**src/rtl/divui_share_ctrl_pkg.sv**
```systemverilog
// Shared types and helpers for the shared-divider controller.
// Tags are stored at a fixed maximum width so the tracker entry can live here.
package divui_share_ctrl_pkg;

  localparam int TAG_MAX_W = 8;

  typedef struct packed {
    logic                 vld;
    logic [TAG_MAX_W-1:0] tag;
  } trk_entry_t;

  // Tag width for N requesters; never below one bit.
  function automatic int tag_w(input int n);
    return (n <= 2) ? 1 : $clog2(n);
  endfunction

endpackage

```
**src/rtl/divui_share_ctrl_rr_arbiter.sv**
```systemverilog
// Round-robin arbiter: grants the first requester at or above the pointer,
// wrapping mod N, and moves the pointer past the winner on each enabled grant.
module rr_arbiter
  import divui_share_ctrl_pkg::*;
#(
  parameter  int N     = 2,
  localparam int TAG_W = tag_w(N)
) (
  input  logic             clk,
  input  logic             rst,
  input  logic [N-1:0]     req,
  input  logic             en,
  output logic [N-1:0]     grant,
  output logic [TAG_W-1:0] grant_idx,
  output logic             any,
  output logic [TAG_W-1:0] ptr
);

  // Outer loop walks priority distance from ptr, inner loop finds that requester.
  always_comb begin : arb
    int d;
    grant     = '0;
    grant_idx = ptr;
    any       = 1'b0;
    d         = 0;
    for (int k = 0; k < N; k++) begin
      for (int i = 0; i < N; i++) begin
        d = i - int'(ptr);
        if (d < 0) d = d + N;
        if (!any && req[i] && d == k) begin
          any       = 1'b1;
          grant[i]  = 1'b1;
          grant_idx = TAG_W'(i);
        end
      end
    end
  end

  always_ff @(posedge clk) begin
    if (rst)
      ptr <= '0;
    else if (en && any)
      ptr <= (int'(grant_idx) == N - 1) ? '0 : grant_idx + 1'b1;
  end

endmodule

```
**src/rtl/divui_share_ctrl.sv**
```systemverilog
// Shares one pipelined divider among N elastic requesters: round-robin issue,
// tag tracker aligned with the divider pipe, in-order result steering.
module divui_share_ctrl
  import divui_share_ctrl_pkg::*;
#(
  parameter int N        = 2,
  parameter int BITWIDTH = 32,
  parameter int LATENCY  = 36
) (
  input  logic                  clk,
  input  logic                  rst,
  input  logic [N*BITWIDTH-1:0] lhs,
  input  logic [N-1:0]          lhs_valid,
  output logic [N-1:0]          lhs_ready,
  input  logic [N*BITWIDTH-1:0] rhs,
  input  logic [N-1:0]          rhs_valid,
  output logic [N-1:0]          rhs_ready,
  output logic [N*BITWIDTH-1:0] result,
  output logic [N-1:0]          result_valid,
  input  logic [N-1:0]          result_ready,
  output logic                  div_ce,
  output logic [BITWIDTH-1:0]   div_din0,
  output logic [BITWIDTH-1:0]   div_din1,
  input  logic [BITWIDTH-1:0]   div_dout
);

  localparam int TAG_W = tag_w(N);

  trk_entry_t       trk [LATENCY];
  logic [N-1:0]     req, grant, head_sel;
  logic [TAG_W-1:0] grant_idx, ptr, op_sel;
  logic             any, issue;

  assign req = lhs_valid & rhs_valid;

  rr_arbiter #(.N(N)) u_arb (
    .clk       (clk),
    .rst       (rst),
    .req       (req),
    .en        (div_ce),
    .grant     (grant),
    .grant_idx (grant_idx),
    .any       (any),
    .ptr       (ptr)
  );

  always_comb begin
    head_sel = '0;
    for (int i = 0; i < N; i++)
      head_sel[i] = trk[LATENCY-1].vld && (trk[LATENCY-1].tag == TAG_MAX_W'(i));
  end

  // Only the head's consumer can stall the pipe; request valids never reach ce.
  assign div_ce = ~trk[LATENCY-1].vld | (|(head_sel & result_ready));
  assign issue  = div_ce & any;

  assign lhs_ready = issue ? grant : '0;
  assign rhs_ready = issue ? grant : '0;

  assign op_sel   = any ? grant_idx : ptr;
  assign div_din0 = lhs[int'(op_sel)*BITWIDTH +: BITWIDTH];
  assign div_din1 = rhs[int'(op_sel)*BITWIDTH +: BITWIDTH];

  assign result_valid = head_sel;
  assign result       = {N{div_dout}};

  always_ff @(posedge clk) begin
    if (rst) begin
      for (int k = 0; k < LATENCY; k++) trk[k] <= '0;
    end else if (div_ce) begin
      trk[0].vld <= issue;
      trk[0].tag <= TAG_MAX_W'(grant_idx);
      for (int k = 1; k < LATENCY; k++) trk[k] <= trk[k-1];
    end
  end

endmodule

```
**config.mk**
```make
export PLATFORM = sky130hd
export DESIGN_NAME = divui_share_ctrl
export DESIGN_NICKNAME = d
export VERILOG_FILES = /design/src/rtl/divui_share_ctrl_pkg.sv /design/src/rtl/divui_share_ctrl_rr_arbiter.sv /design/src/rtl/divui_share_ctrl.sv
export SDC_FILE = /design/constraint.sdc
export NUM_CORES = 1
export LEC_CHECK = 0
export ABC_AREA = 1
export CAP_MARGIN = 20
export CORE_AREA = 2 2 116 118
export DETAILED_ROUTE_END_ITERATION = 12
export DIE_AREA = 0 0 118 120
export PLACE_DENSITY_LB_ADDON = 0.15
export REMOVE_ABC_BUFFERS = 1
export SLEW_MARGIN = 25
export SYNTH_ARGS = -nofsm -noshare
export SYNTH_HDL_FRONTEND = slang
export SYNTH_HIERARCHICAL = 1
export SYNTH_SLANG_ARGS = --single-unit
```
**constraint.sdc**
```tcl
create_clock -name clk -period 3.2 [get_ports clk]
set_input_delay 0.48 -clock clk [delete_from_list [all_inputs] [get_ports clk]]
set_output_delay 0.48 -clock clk [all_outputs]
set_load 0.02 [all_outputs]
```
==> results.yml, run 1 <==
routing:
  drt_first_pass_iters: 4
  viasPerCell: 4.52
  wl_mm: 15.2
  final_antenna_net_count: 0
  avgRoutedWirePerCell_um: 17.8
  vias: 3862
  drtIter0Drc: 266
  drc_errors: 0
timing:
  holdWs_ns: 0.537
  rsz0062_at_grt: "false"
  tightest_slew_ns: 0.556
  clock.fmax_mhz: 337
  min_period_ns: 2.97
  setup_slack_ns: 0.234
  finalHoldViolations: 0
  relSlewSlack: 0.629
  timing.final.crit_share: 0.927
  finalClockSkew_ns: 0.00763
  drv_slew: 0
  setup_viol: 0
global_route:
  grt_usage: 0.207
  grt_pass1_vias: 3642
  grt_pass1_wl_mm: 22.1
  grt_remaining_overflow: 0
  antenna_found_initial: 0
  grt_max_degree: 57
cts:
  postCtsHoldBufs: 0
  cts.sinks: 73
  ctsLongestPathBuffers: 2
  cts_made_buffers: 9
  cts.clk_slew.worst_paths_ns: 0.06
  cts_root_buf: "clkbuf_16"
  cts_tree: "yes"
  htreeDepth: 3
  cts_setup_buffers: 0
  clock_latency_ns: 0.33
floorplanning:
  io_pins: 303
  core_area_sq_mm: 0.0130
  die_h_um: 120
  initial_core_util: 0.342
  rows: 42
  die_area_sq_mm: 0.0142
  die_w_um: 118
synthesis:
  async_flop_share: 0
  synth_common_cells: "nand2_1 (139), inv_1 (84), edfxtp_1 (72)"
  post_synth.cell_area_avg_sq_um: 8.22
  netlist_top_cells_area: "edfxtp_1 (49%), nand2_1 (12%), buf_4 (11%)"
  netlist_area_sq_mm: 0.00443
  yosysUniqueCellTypes: 15
  yosysWarningCount: 6
  synthAdderAreaFrac: 0
  yosys.area.top_type_share: 0.488
  synth_enable_flop_cells: 72
  synth-xor-area-share: 0
  ys_seq_elements: 73
  yosysMostFrequentCell: "nand2_1"
  synthesis.instances: 539
  synth_top_family_by_area: "simple AND/OR/NAND/NOR gates"
  synth_ff_type: "edfxtp_1"
  yosysSeqAreaShare: 0.492
  synth-compound-area-share: 0.00621
  yosys.area_share.simple: 0.278
  synthMuxAreaShare: 0
  yosys.area.top_type: "edfxtp_1"
setup_path:
  path_class: "in2out"
  crit_chain: "clkdlybuf4s50_1 > nand2_1 > inv_1 > inv_1 > nand2_1 > nand3_1 > nor2_1 > clkdlybuf4s50_1"
  required_ns: 2.72
  critPathTopFamily: "buffers and inverters"
  cpPeakStageDelay_ns: 0.76
  crit_path_top_delay_cell: "clkdlybuf4s50_1"
  start_kind: "input pin"
  critPathArrivalTime_ns: 2.49
  crit_fanout: 3
  end_kind: "output port"
  crit_buf_inv: 4
placed_design:
  io_buffers: 206
  hpwl_mm: 11.4
  pre_cts_ws_ns: 0.0485
  gp_congestion: 0.882
layout:
  syn_to_final_growth_pct: 50.1
  fin_nets: 841
  fin_util: 0.513
  regArea_sq_mm: 0.00218
  diodes: 0
  drive_above_1_share: 0.0988
  multi_input_area_sq_mm: 0.00127
  nFillCells: 1229
power_and_ir_drop:
  ir_drop_v: 0.000268
  p_per_area_mw_per_mm2: 401
  p_leak_nw: 3.30
worst_hold_path:
  hold_class: "reg2reg"
run_status:
  status: "finished, final reports clean"
flow_run:
  maxCapViolations: 0
registers in the layout, indices dropped and copies added, names as in the netlist:
signal,cells
trk,72
u_arb/ptr,1
worst paths after layout:
check | start | to | slack, ns | cells after the start
worst max-delay path | lhs_valid[1] | rhs_ready[0] | 0.23 | 8
worst min-delay path | trk[17][8] | trk[17][17] | 0.54 | 2
worst max register to register | trk[17][9] | trk[1][17] | 1.43 | 4
worst min register to register | trk[17][8] | trk[17][17] | 0.54 | 2
cells by family (layout without fill, tap and decap cells):
family,count (synthesis),count (layout)
AOI/OAI and AO/OA,4,4
buffers and inverters,179,318
DFF,73,73
and+or+nand+nor,283,283
cell type report:
type,count,area share
multi-input cells,287,0.191
clock inverters,6,0.00658
flip-flops and latches,73,0.328
clock buffers,10,0.0344
well taps,176,0.0331
repair buffers,216,0.359
inverters,86,0.0485
through the flow:
step / instances / instance area [sq um] / total power, mW / TNS, ns
floorplan: 446 / 3770 / 1.35 / -46.90
global placement: 838 / 6220 / 1.79 / 0
detailed placement: 838 / 6220 / 1.79 / 0
CTS: 854 / 6490 / 2.71 / 0
global route: 854 / 6660 / 2.79 / 0
finish: 854 / 6660 / 2.67 / 0
power by group:
part           internal, mW  switching [mW]
clock network         0.526           0.391
registers              1.04         0.00273
logic                 0.366           0.343
repair_timing:
| item | 4_1_cts | 5_1_grt |
|---|---|---|
| setup endpoints to repair | 0 | 62 |
| endpoints found under the hold margin | 0 | 0 |
| resized for setup | 0 | 65 |
layer usage:
| layer | global-route usage | wire length, um |
|---|---|---|
| met4 | 0.0392 | 114 |
| met1 | 0.262 | 6440 |
| met2 | 0.306 | 6830 |
| met3 | 0.115 | 1800 |
| met5 | 0.0625 | 0 |
placed cells by master (no fill, tap or decap):
master	netlist	final
clkdlybuf4s50_1	0	142
nand2_1	139	135
inv_1	84	84
edfxtp_1	72	72
nand3_1	67	67
dlymetal6s2s_1	0	62
nor2_1	45	45
nor2_2	30	30
clkbuf_16	0	9
buf_12	0	7
nand2_2	0	4
clkinvlp_4	0	4
buf_4	66	3
inv_2	2	2
nand3_2	2	2
a21oi_2	2	2
a21oi_1	2	2
clkbuf_1	0	1
clkinv_2	0	1
inv_6	0	1
buf_8	3	1
buf_6	1	1
dfxtp_1	1	1
tightest hold or removal path, delay by kind of cell (launching register included):
family                 cells  cell delay (ns)
buffers and inverters      1             0.04
DFF                        1             0.32
and+or+nand+nor            1             0.07
Power figures use the tool's default switching activity.
==> inputs of run 2 (changes only) <==
- CORE_AREA: 2 2 116 118 -> not set
- CORE_MARGIN: not set -> 4
- CORE_UTILIZATION: not set -> 35
- DIE_AREA: 0 0 118 120 -> not set
- SKIP_LAST_GASP: not set -> 1
==> results.yml, run 2 (synthesis gave the netlist of run 1 again) <==
layout:
  largest_reg_flops: 72
  multi_input_area_sq_mm: 0.00127
  fin_util: 0.541
  reg_top3: "trk: 72 flops, u_arb/ptr: 1 flops"
  stdcell_count: 845
  syn_to_final_growth_pct: 48.9
  largest-register: "trk"
  nFillCells: 1124
  final_cell_mix: "clkdlybuf4s50_1 (149), nand2_1 (135), inv_1 (84), edfxtp_1 (72), nand3_1 (67)"
  diodes: 0
  drive_above_1_share: 0.0945
  regArea_sq_mm: 0.00218
  mostFrequentLayoutCell: "clkdlybuf4s50_1"
  fin_nets: 840
cts:
  cts_root_buf: "clkbuf_16"
  htreeDepth: 3
  clock_latency_ns: 0.32
  cts_tree: "yes"
  cts_setup_buffers: 0
  cts_made_buffers: 9
  ctsLongestPathBuffers: 2
  cts.clk_slew.worst_paths_ns: 0.05
  postCtsHoldBufs: 0
  cts_resized: 1
  cts.sinks: 73
placed_design:
  placed_cells: 829
  gp_congestion: 0.895
  io_buffers: 206
  hpwl_mm: 11.5
flow_run:
  maxCapViolations: 0
global_route:
  top_usage_layer: "met2"
  grt_pass1_wl_mm: 22.1
  grt_usage: 0.200
  grt_use_met1: 0.244
  grt_remaining_overflow: 0
  antenna_found_initial: 1
  use_met3: 0.104
  grt_max_degree: 73
  grt_util_met2: 0.309
  grt_pass1_vias: 3719
floorplanning:
  core_area_sq_mm: 0.0122
  rows: 40
  initial_core_util: 0.363
  die_area_sq_mm: 0.0145
  die_h_um: 121
  die_w_um: 121
  io_pins: 303
timing:
  clock.fmax_mhz: 325
  relSlewSlack: 0.638
  min_period_ns: 3.08
  drv_slew: 0
  timing.final.crit_share: 0.961
  setup_viol: 0
  finalHoldViolations: 0
  finalClockSkew_ns: 0.00525
  tightest_slew_ns: 0.543
  rsz0062_at_grt: "false"
setup_path:
  critPathArrivalTime_ns: 2.60
  crit_path_top_delay_cell: "clkdlybuf4s50_1"
  reg2reg_depth: 4
  r2r-end: "trk[1][17]"
  crit-reg2reg-launch: "trk[17][17]"
  path_class: "in2out"
  rrSetupSlack_ns: 1.66
  cpPeakStageDelay_ns: 0.61
  path_common_cell: "nand2_1"
  crit_fanout: 25
  required_ns: 2.72
  crit_chain: "clkdlybuf4s50_1 > nand2_1 > inv_1 > inv_1 > a21oi_1 > nand2_2 > nand2_2 > buf_12 > nand2_1 > nand2_1 > clkdlybuf4s50_1"
  start_kind: "input pin"
  end_kind: "output port"
routing:
  avgRoutedWirePerCell_um: 17.9
  viasPerCell: 4.54
  drtIter0Drc: 258
  drc_errors: 0
  final_antenna_net_count: 0
  vias: 3839
  wl_mm: 15.1
  drt_first_pass_iters: 4
power_and_ir_drop:
  ir_drop_v: 0.000213
  p_per_area_mw_per_mm2: 401
  p_leak_nw: 3.24
worst_hold_path:
  hp-start: "trk[17][0]"
  min_path_cells: 2
  min_to: "trk[17][9]"
  hold_class: "reg2reg"
run_status:
  status: "finished, final reports clean"
## run 2: critical path: cells and delay by family
family	cells	cell delay, ns
AOI/OAI and AO/OA	1	0.22
buffers and inverters	5	1.41
and+or+nand+nor	5	0.47
## run 2: worst max path at each step
| stage | slack, ns | depth (start not counted) | start | endpoint |
|---|---|---|---|---|
| after global routing | 0.004 | 11 | lhs_valid[1] | div_din1[16] |
| after floorplan | -0.73 | 9 | lhs_valid[0] | div_din0[0] |
| final | 0.12 | 11 | lhs_valid[1] | div_din0[23] |
| after global placement | 0.01 | 11 | lhs_valid[1] | div_din1[3] |
| after CTS | 0.001 | 11 | lhs_valid[1] | div_din0[30] |
| after detailed placement | -0.007 | 11 | lhs_valid[1] | div_din1[3] |
## run 2: power breakdown
group	switching [mW]	internal (mW)	leakage [nW]
sequential	0.00260	1.04	0.895
combinational	0.341	0.364	2.21
clock	0.379	0.522	0.133
## run 2: per-layer routing
layer | up-vias | routed length (um)
li1 | 1862 | -
met1 | 1761 | 6050
met2 | 191 | 7020
met3 | 21 | 1750
met4 | 4 | 261
met5 | - | 47
## run 2: metrics by stage
| stage | instance area, sq um | setup slack [ns] | hold slack, ns | power, mW | setup TNS [ns] |
|---|---|---|---|---|---|
| floorplan | 3770 | -0.733 | 0.497 | 1.35 | -46.90 |
| global placement | 6190 | 0.0132 | 0.517 | 1.79 | 0 |
| detailed placement | 6190 | -0.00692 | 0.524 | 1.79 | -0.00692 |
| CTS | 6460 | 0.000952 | 0.538 | 2.69 | 0 |
| global route | 6600 | 0.00375 | 0.561 | 2.76 | 0 |
| finish | 6600 | 0.123 | 0.532 | 2.65 | 0 |
## run 2: final cells by class
type	count	share of cell area
inverters	86	0.0489
clock inverters	7	0.00720
clock buffers	9	0.0341
repair buffers	215	0.355
well taps	168	0.0318
multi-input cells	287	0.193
flip-flops and latches	73	0.330
